[config.mk]
export PLATFORM = sky130hd
export DESIGN_NAME = pixel_combinator
export DESIGN_NICKNAME = d
export VERILOG_FILES = /design/src/rtl/pixel_combinator.sv
export SDC_FILE = /design/constraint.sdc
export NUM_CORES = 1
export LEC_CHECK = 0
export ABC_AREA = 1
export BUFFER_PORTS_ARGS = -buffer_cell sky130_fd_sc_hd__buf_2
export CAP_MARGIN = 20
export CORE_MARGIN = 2
export CORE_UTILIZATION = 44
export DETAILED_ROUTE_END_ITERATION = 6
export PLACE_DENSITY = 0.66
export SYNTH_ARGS = -nofsm -noshare
export SYNTH_HDL_FRONTEND = slang
export SYNTH_SLANG_ARGS = --single-unit
[constraint.sdc]
create_clock -name clk -period 8.8 [get_ports clk]
set_input_delay 0.88 -clock clk [delete_from_list [all_inputs] [get_ports clk]]
set_output_delay 0.88 -clock clk [all_outputs]
set_load 0.02 [all_outputs]
[src/rtl/pixel_combinator.sv]
// pixel_combinator: pulls pixels from the per-engine result queues in raster order
// and hands them to the video sink through a 2-deep valid/ready output buffer.
module pixel_combinator #(
    parameter int DATA_WIDTH = 10,
    parameter int RBG_SIZE   = 24,
    parameter int NUM_QUEUES = 4,
    parameter int IMAGE_W    = 640,
    parameter int IMAGE_H    = 480
) (
    input  logic                           clk,
    input  logic                           reset,
    input  logic [NUM_QUEUES-1:0]          match_i,
    input  logic [NUM_QUEUES*RBG_SIZE-1:0] colour_i,
    output logic [DATA_WIDTH-1:0]          xpixel_check,
    output logic [DATA_WIDTH-1:0]          ypixel_check,
    output logic [RBG_SIZE-1:0]            out_data,
    output logic                           out_valid,
    input  logic                           out_ready,
    output logic                           out_sop,
    output logic                           out_eop,
    output logic [15:0]                    frame_count,
    output logic                           err_multi
);
    localparam logic [DATA_WIDTH-1:0] X_LAST   = DATA_WIDTH'(IMAGE_W - 1);
    localparam logic [DATA_WIDTH-1:0] Y_LAST   = DATA_WIDTH'(IMAGE_H - 1);
    localparam logic [DATA_WIDTH-1:0] SENTINEL = '1;
    localparam int                    ENTRY_W  = RBG_SIZE + 2;

    // Lowest-index matching queue wins when several respond.
    function automatic logic [RBG_SIZE-1:0] select_colour(
        input logic [NUM_QUEUES-1:0]          m,
        input logic [NUM_QUEUES*RBG_SIZE-1:0] c
    );
        logic [RBG_SIZE-1:0] sel;
        sel = '0;
        for (int k = NUM_QUEUES - 1; k >= 0; k--) begin
            if (m[k]) sel = c[k*RBG_SIZE +: RBG_SIZE];
        end
        return sel;
    endfunction

    function automatic logic multi_hit(input logic [NUM_QUEUES-1:0] m);
        logic seen;
        logic multi;
        seen  = 1'b0;
        multi = 1'b0;
        for (int k = 0; k < NUM_QUEUES; k++) begin
            if (m[k] && seen) multi = 1'b1;
            if (m[k]) seen = 1'b1;
        end
        return multi;
    endfunction

    logic [NUM_QUEUES-1:0] match_p0;
    logic [RBG_SIZE-1:0]   col_p0;
    logic                  vld_p0;

    logic [DATA_WIDTH-1:0] cur_x;
    logic [DATA_WIDTH-1:0] cur_y;
    logic [DATA_WIDTH-1:0] x_nxt;
    logic [DATA_WIDTH-1:0] y_nxt;
    logic                  frame_inc;
    logic                  sentinel_on;
    logic                  sop_now;
    logic                  eop_now;

    logic [ENTRY_W-1:0]    fifo_mem [2];
    logic                  wr_ptr;
    logic                  rd_ptr;
    logic [1:0]            fifo_cnt;
    logic [1:0]            cnt_nxt;
    logic                  pop;
    logic [ENTRY_W-1:0]    head;

    // ---- stage p0: capture on the falling edge, where the queues pop ----
    always_ff @(negedge clk or posedge reset) begin
        if (reset) begin
            match_p0  <= '0;
            col_p0    <= '0;
            err_multi <= 1'b0;
        end else begin
            match_p0 <= match_i;
            col_p0   <= select_colour(match_i, colour_i);
            if (multi_hit(match_i)) err_multi <= 1'b1;
        end
    end

    // A capture taken while the sentinel was on the bus is never a real pixel.
    assign sentinel_on = (xpixel_check == SENTINEL) && (ypixel_check == SENTINEL);
    assign vld_p0      = (|match_p0) && !sentinel_on;
    assign sop_now     = (cur_x == '0) && (cur_y == '0);
    assign eop_now     = (cur_x == X_LAST) && (cur_y == Y_LAST);
    assign pop         = out_valid && out_ready;

    always_comb begin
        x_nxt     = cur_x;
        y_nxt     = cur_y;
        frame_inc = 1'b0;
        if (vld_p0) begin
            if (cur_x == X_LAST) begin
                x_nxt = '0;
                if (cur_y == Y_LAST) begin
                    y_nxt     = '0;
                    frame_inc = 1'b1;
                end else begin
                    y_nxt = cur_y + 1'b1;
                end
            end else begin
                x_nxt = cur_x + 1'b1;
            end
        end
    end

    always_comb begin
        cnt_nxt = fifo_cnt;
        case ({vld_p0, pop})
            2'b10:   cnt_nxt = fifo_cnt + 1'b1;
            2'b01:   cnt_nxt = fifo_cnt - 1'b1;
            default: cnt_nxt = fifo_cnt;
        endcase
    end

    // ---- stage p1: raster advance, buffer update, next coordinate ----
    always_ff @(posedge clk or posedge reset) begin
        if (reset) begin
            cur_x        <= '0;
            cur_y        <= '0;
            frame_count  <= '0;
            xpixel_check <= '0;
            ypixel_check <= '0;
            fifo_cnt     <= '0;
            wr_ptr       <= 1'b0;
            rd_ptr       <= 1'b0;
            fifo_mem[0]  <= '0;
            fifo_mem[1]  <= '0;
        end else begin
            cur_x    <= x_nxt;
            cur_y    <= y_nxt;
            fifo_cnt <= cnt_nxt;
            if (frame_inc) frame_count <= frame_count + 16'd1;
            if (vld_p0) begin
                fifo_mem[wr_ptr] <= {col_p0, sop_now, eop_now};
                wr_ptr           <= ~wr_ptr;
            end
            if (pop) rd_ptr <= ~rd_ptr;
            // A full buffer must not be offered another pixel.
            if (cnt_nxt <= 2'd1) begin
                xpixel_check <= x_nxt;
                ypixel_check <= y_nxt;
            end else begin
                xpixel_check <= SENTINEL;
                ypixel_check <= SENTINEL;
            end
        end
    end

    assign head      = fifo_mem[rd_ptr];
    assign out_data  = head[ENTRY_W-1:2];
    assign out_sop   = head[1];
    assign out_eop   = head[0];
    assign out_valid = (fifo_cnt != 2'd0);

endmodule
==> results of run 1 <==
[power groups by stage]
stage	Sequential, W	Clock [W]	Combinational [W]
after CTS	0.000906	0.000694	0.000765
after detailed placement	0.000917	0	0.000761
after global routing	0.000928	0.000721	0.000852
after floorplan	0.000953	0	0.000461
final	0.000905	0.000680	0.000759
after global placement	0.000913	0	0.000745
[worst min path at each step]
stage            startpoint           end  slack, ns  depth (start not counted)
6_report          err_multi     err_multi       0.46                          2
5_1_grt           err_multi     err_multi       0.49                          2
4_1_cts           err_multi     err_multi       0.47                          2
3_5_place_dp      err_multi     err_multi       0.47                          2
3_3_place_gp      err_multi     err_multi       0.48                          2
2_1_floorplan  fifo_mem[11]  fifo_mem[11]       0.46                          2
[routing by layer]
layer	share of wire, %	vias up
met5	0	-
met4	1.7	0
met3	5.5	19
met2	48	204
met1	45	2876
li1	-	3176
[registers in the layout, indices dropped and copies added (netlist names), 2 cells and up]
| signal | cells |
|---|---|
| match_p0 | 4 |
| cur_y | 10 |
| fifo_mem | 52 |
| cur_x | 10 |
| col_p0 | 24 |
| ypixel_check | 10 |
| fifo_cnt | 2 |
| xpixel_check | 10 |
| frame_count | 16 |
[tightest hold or removal path, cell delays in order, from the launching register on]
cell and delay [ns]:
dfrtn_1 0.42, a221oi_1 0.06, nand2_1 0.07
[cell usage after synthesis, types with 3 or more instances]
master and n:
a21oi_1 25, buf_1 3, buf_2 9, clkbuf_1 33
dfrtn_1 29, dfrtp_1 112, ha_1 6, inv_1 61
inv_2 4, nand2_1 295, nand3_1 84, nand4_1 12
nor2_1 37, o21ai_0 119, o21ai_1 20, or2_2 4
xnor2_1 13, xor2_1 6
[per-stage QoR]
step	hold slack (ns)	area, um2	utilization [%]
floorplan	0.4642	6952	-
global placement	0.4754	7893	51.54
detailed placement	0.4668	7920	51.72
CTS	0.4707	8481	55.38
global route	0.4904	8501	55.51
finish	0.4639	8501	55.51
[cells by family after synthesis]
logic type	after synthesis	share of synthesized area [%]
buffers and inverters	112	6.375
AOI/OAI and AO/OA	168	12.30
DFF	141	50.78
and+or+nand+nor	444	27.07
adders and majority gates	6	1.080
xor gates and xnor gates	19	2.395
[area by class of cell]
type / instances / area (um2) / share of cell area (%)
clock buffer: 17 / 425.4 / 5.004
clock inverter: 15 / 135.1 / 1.590
inverter: 65 / 247.7 / 2.914
multi-input combinational: 637 / 2984 / 35.10
sequential: 141 / 3528 / 41.51
tap: 211 / 264.0 / 3.106
timing repair buffer: 173 / 915.9 / 10.77
==> flow_summary.yaml, run 1 <==
layout:
  area_growth_pct: 22.35
  layout_commonest_cell: "nand2_1"
  finalNonFillerCells: 1259
  drive_above_1_share_pct: 21.37
  nets: 1144
  fill_cells: 1496
  diodes: 0
  layout_common_cells: "295 x nand2_1, 166 x buf_2, 119 x o21ai_0, 112 x dfrtp_1, 84 x nand3_1"
worst_setup_path:
  critPathSlowestCell: "inv_1"
  endpoint: "ypixel_check[3]"
  r2r_cells: 9
  rr_endpoint: "ypixel_check[3]"
  cpPeakStageDelay_ns: 0.52
  cp-start-kind: "flip-flop"
  path_delay_family: "buffers and inverters"
  crit_chain: "nor2_1 > nand2_1 > nand2_1 > ha_1 > a21oi_1 > o21ai_0 > xor2_1 > inv_1 > nand3_1"
  cp_max_fo: 20
  crit_start: "match_p0[1]"
  end_kind: "flip-flop"
  crit_cells: 9
  path_class: "reg -> reg"
  cp_common_cell: "nand2_1"
  rrSetupSlack_ns: 2.15
  rr_startpoint: "match_p0[1]"
  cp.required_ns: 9.06
  crit_arrival_ns: 6.91
  critPathBufInv: 1
power_and_ir_drop:
  p_leak_nw: 4.344
  p_sw_share_pct: 37.54
  power.density_nw_per_um2: 275.7
  totalPowerFinal_w: 0.002344
  switching_power_w: 0.0008797
  comb_power_share_pct: 32.4
  ir_worst_vdd_v: 0.0001411
  p_clk_share_pct: 29.0
  seqPwrFrac_pct: 38.6
  p_int_w: 0.001464
detailed_routing:
  first_pass_iters: 5
  drtIter0Drc: 572
  detail-route-antenna-nets: 0
  vias_per_cell: 4.984
  wl_per_cell_um: 13.27
  wl_mm: 16.71
  routed-via-count: 6275
  drc: 0
global_route:
  use_met3_pct: 4.624
  grt-ovfl-total: 0
  grt_use_met2_pct: 33.60
  grt_max_degree: 78
  grt_pass1_wl_mm: 27.75
  met1_usage_pct: 27.66
  grt_usage_pct: 20.80
  antenna_found_initial: 0
  busiest_layer: "met2"
  grt_pass1_vias: 5815
die:
  ios: 167
  floorplan.initialDensity_pct: 45.37
  die_h_um: 129.7
  num_rows: 45
  core-area_um2: 15310
  die_area_um2: 16810
  die_x_um: 129.7
clock_network:
  cts_max_level: 4
  root_buffer: "clkbuf_16"
  clockBufferDepth: 2
  clkTransAtPathRegs_ns: 0.06
  postCtsSetupBuffers: 0
  cts-hold-fix-buffers: 0
  clkLatencyLatePin_ns: 0.43
  cts.sinks: 141
  cts_tree: "done"
  numCtsBuffers: 17
  cts.repair.resized: 0
synth:
  synth-edff-count: 0
  synth_cells: 890
  async_flop_share_pct: 100.0
  synthFlopType: "dfrtp_1"
  avgSynthCellArea_um2: 7.807
  netlist_top_cells_area: "dfrtp_1 40%, nand2_1 16%, dfrtn_1 10%, o21ai_0 8.6%, nand3_1 6.1%"
  ys_ff_latch: 141
  ys_types: 34
  seq_area_frac_synth_pct: 50.78
  yosys.area.top_type_share_pct: 40.34
  synth_area_um2: 6948
  synth_nets: 999
  yosys_warnings: 0
  yosysTopAreaCell: "dfrtp_1"
run_status:
  status: "complete, no violations"
sta:
  finalSetupTns_ns: 0
  drv_slew: 0
  finalClockSkew_ns: 0.02808
  rsz0062_at_grt: "no"
  hold_violations: 0
  setup_ws_ns: 2.151
  worst_slew_pin_slew_ns: 0.9382
  setup_viol: 0
  maxSlewHeadroom_pct: 37.45
placement:
  placed_cells: 1226
  pre_cts_slack_ns: 2.046
  post-dp-hpwl_mm: 11.58
  portBuffers: 166
  place.gp.congestion: 0.8265
min_path:
  hp-class: "reg -> reg"
job:
  drv_cap: 0
(Power assumes the default switching activity.)
==> run 2, diff against run 1 <==
--- a/config.mk
+++ b/config.mk
@@ -11,7 +11,7 @@
 export CORE_MARGIN = 2
 export CORE_UTILIZATION = 44
 export DETAILED_ROUTE_END_ITERATION = 6
-export PLACE_DENSITY = 0.66
+export PLACE_DENSITY = 0.68
 export SYNTH_ARGS = -nofsm -noshare
 export SYNTH_HDL_FRONTEND = slang
 export SYNTH_SLANG_ARGS = --single-unit
==> constraint.sdc (replaced) <==
create_clock -name clk -period 5.8 [get_ports clk]
set_input_delay 0.58 -clock clk [delete_from_list [all_inputs] [get_ports clk]]
set_output_delay 0.58 -clock clk [all_outputs]
set_load 0.02 [all_outputs]
==> flow_summary.yaml, run 2 (same netlist as run 1, synthesis figures left out) <==
detailed_routing:
  drtIter0Drc: 443
  detail-route-antenna-nets: 0
  first_pass_iters: 5
  wl_per_cell_um: 12.90
  routed-via-count: 6179
  vias_per_cell: 4.904
  drc: 0
  wl_mm: 16.25
die:
  die_area_um2: 16810
  die_x_um: 129.7
  floorplan.initialDensity_pct: 45.37
  ios: 167
  die_h_um: 129.7
  core-area_um2: 15310
  num_rows: 45
clock_network:
  cts_max_level: 4
  numCtsBuffers: 17
  clkLatencyLatePin_ns: 0.42
  cts_tree: "done"
  root_buffer: "clkbuf_16"
  postCtsSetupBuffers: 0
  cts.repair.resized: 0
  cts-hold-fix-buffers: 0
  cts.sinks: 141
  clkTransAtPathRegs_ns: 0.06
  clockBufferDepth: 2
worst_setup_path:
  crit_cells: 9
  critPathSlowestCell: "inv_1"
  rrSetupSlack_ns: 0.74
  crit_chain: "nor2_1 > nand2_1 > nand2_1 > ha_1 > a21oi_1 > o21ai_0 > xor2_1 > inv_1 > nand3_1"
  cpPeakStageDelay_ns: 0.50
  critPathBufInv: 1
  cp-start-kind: "flip-flop"
  path_class: "reg -> reg"
  end_kind: "flip-flop"
  cp_common_cell: "nand2_1"
  rr_endpoint: "ypixel_check[3]"
  crit_arrival_ns: 5.32
  cp.required_ns: 6.07
  r2r_cells: 9
  rr_startpoint: "match_p0[3]"
  path_delay_family: "buffers and inverters"
  cp_max_fo: 20
power_and_ir_drop:
  ir_worst_vdd_v: 0.0002215
  p_leak_nw: 4.355
  power.density_nw_per_um2: 418.0
global_route:
  grt_pass1_vias: 5855
  grt_usage_pct: 20.54
  grt_pass1_wl_mm: 27.28
  antenna_found_initial: 0
  grt-ovfl-total: 0
  grt_max_degree: 54
layout:
  nets: 1145
  layout_common_cells: "295 x nand2_1, 166 x buf_2, 119 x o21ai_0, 112 x dfrtp_1, 84 x nand3_1"
  post-route-util_pct: 55.57
  top_regs: "fifo_mem x52, col_p0 x24, frame_count x16"
  largest_reg_flops: 52
  area_growth_pct: 22.49
  top_register: "fifo_mem"
  diodes: 0
  layout_commonest_cell: "nand2_1"
  drive_above_1_share_pct: 21.45
sta:
  rsz0062_at_grt: "no"
  drv_slew: 0
  maxSlewHeadroom_pct: 31.05
  finalClockSkew_ns: 0.02586
  hold_violations: 0
  worst_slew_pin_slew_ns: 1.032
  finalSetupTns_ns: 0
  setup_viol: 0
placement:
  post-dp-hpwl_mm: 11.58
  portBuffers: 166
  place.gp.congestion: 0.8581
run_status:
  status: "complete, no violations"
min_path:
  hp-class: "in -> async"
job:
  drv_cap: 0
[run 2: changes by cell type in the layout (fill, tap and decap cells not counted), moves of 2 or more]
cell	change
buf_4	+3
inv_6	-3
clkinv_2	-2
inv_4	+3
clkbuf_16	+3
clkbuf_8	+2
[run 2: routing by layer]
| metal | share of wire [%] | global-route usage (%) | vias up |
|---|---|---|---|
| met3 | 5.1 | 4.583 | 24 |
| met5 | 0 | 0 | - |
| met4 | 1.7 | 7.147 | 0 |
| met1 | 45 | 26.83 | 2798 |
| li1 | - | - | 3175 |
| met2 | 48 | 33.88 | 182 |
[run 2: layout make-up]
class / count / area, um2
fill: 1504 / 6804
sequential: 141 / 3528
multi-input combinational: 637 / 2984
timing repair buffer: 174 / 890.9
clock buffer: 22 / 528.0
tap: 211 / 264.0
inverter: 65 / 247.7
clock inverter: 10 / 67.56
[run 2: power breakdown]
group / leakage, nW / internal (W) / switching [W]
Sequential: 1.75 / 0.00124 / 0.000130
Combinational: 2.30 / 0.000368 / 0.000754
Clock: 0.304 / 0.000649 / 0.000415
Total: 4.36 / 0.00226 / 0.00130
[run 2: per-stage QoR]
step	setup slack, ns	power (W)	hold WS [ns]	instance area [um2]	instances
6_report	0.7428	0.003558	0.2789	8511	1260
5_1_grt	0.5037	0.003810	0.3510	8511	1260
4_1_cts	0.7119	0.003606	0.2888	8511	1260
3_5_place_dp	0.6737	0.002535	0.4521	7915	1228
3_3_place_gp	0.7455	0.002516	0.4547	7915	1228
2_1_floorplan	0.6664	0.002146	0.4642	6952	890
[run 2: how the worst max path moves through the flow]
stage | from | endpoint | slack [ns]
2_1_floorplan | reset | col_p0[0] | 0.67
3_3_place_gp | match_p0[3] | ypixel_check[3] | 0.75
3_5_place_dp | match_p0[3] | ypixel_check[3] | 0.67
4_1_cts | match_p0[3] | ypixel_check[3] | 0.71
5_1_grt | match_p0[1] | ypixel_check[3] | 0.50
6_report | match_p0[3] | ypixel_check[3] | 0.74
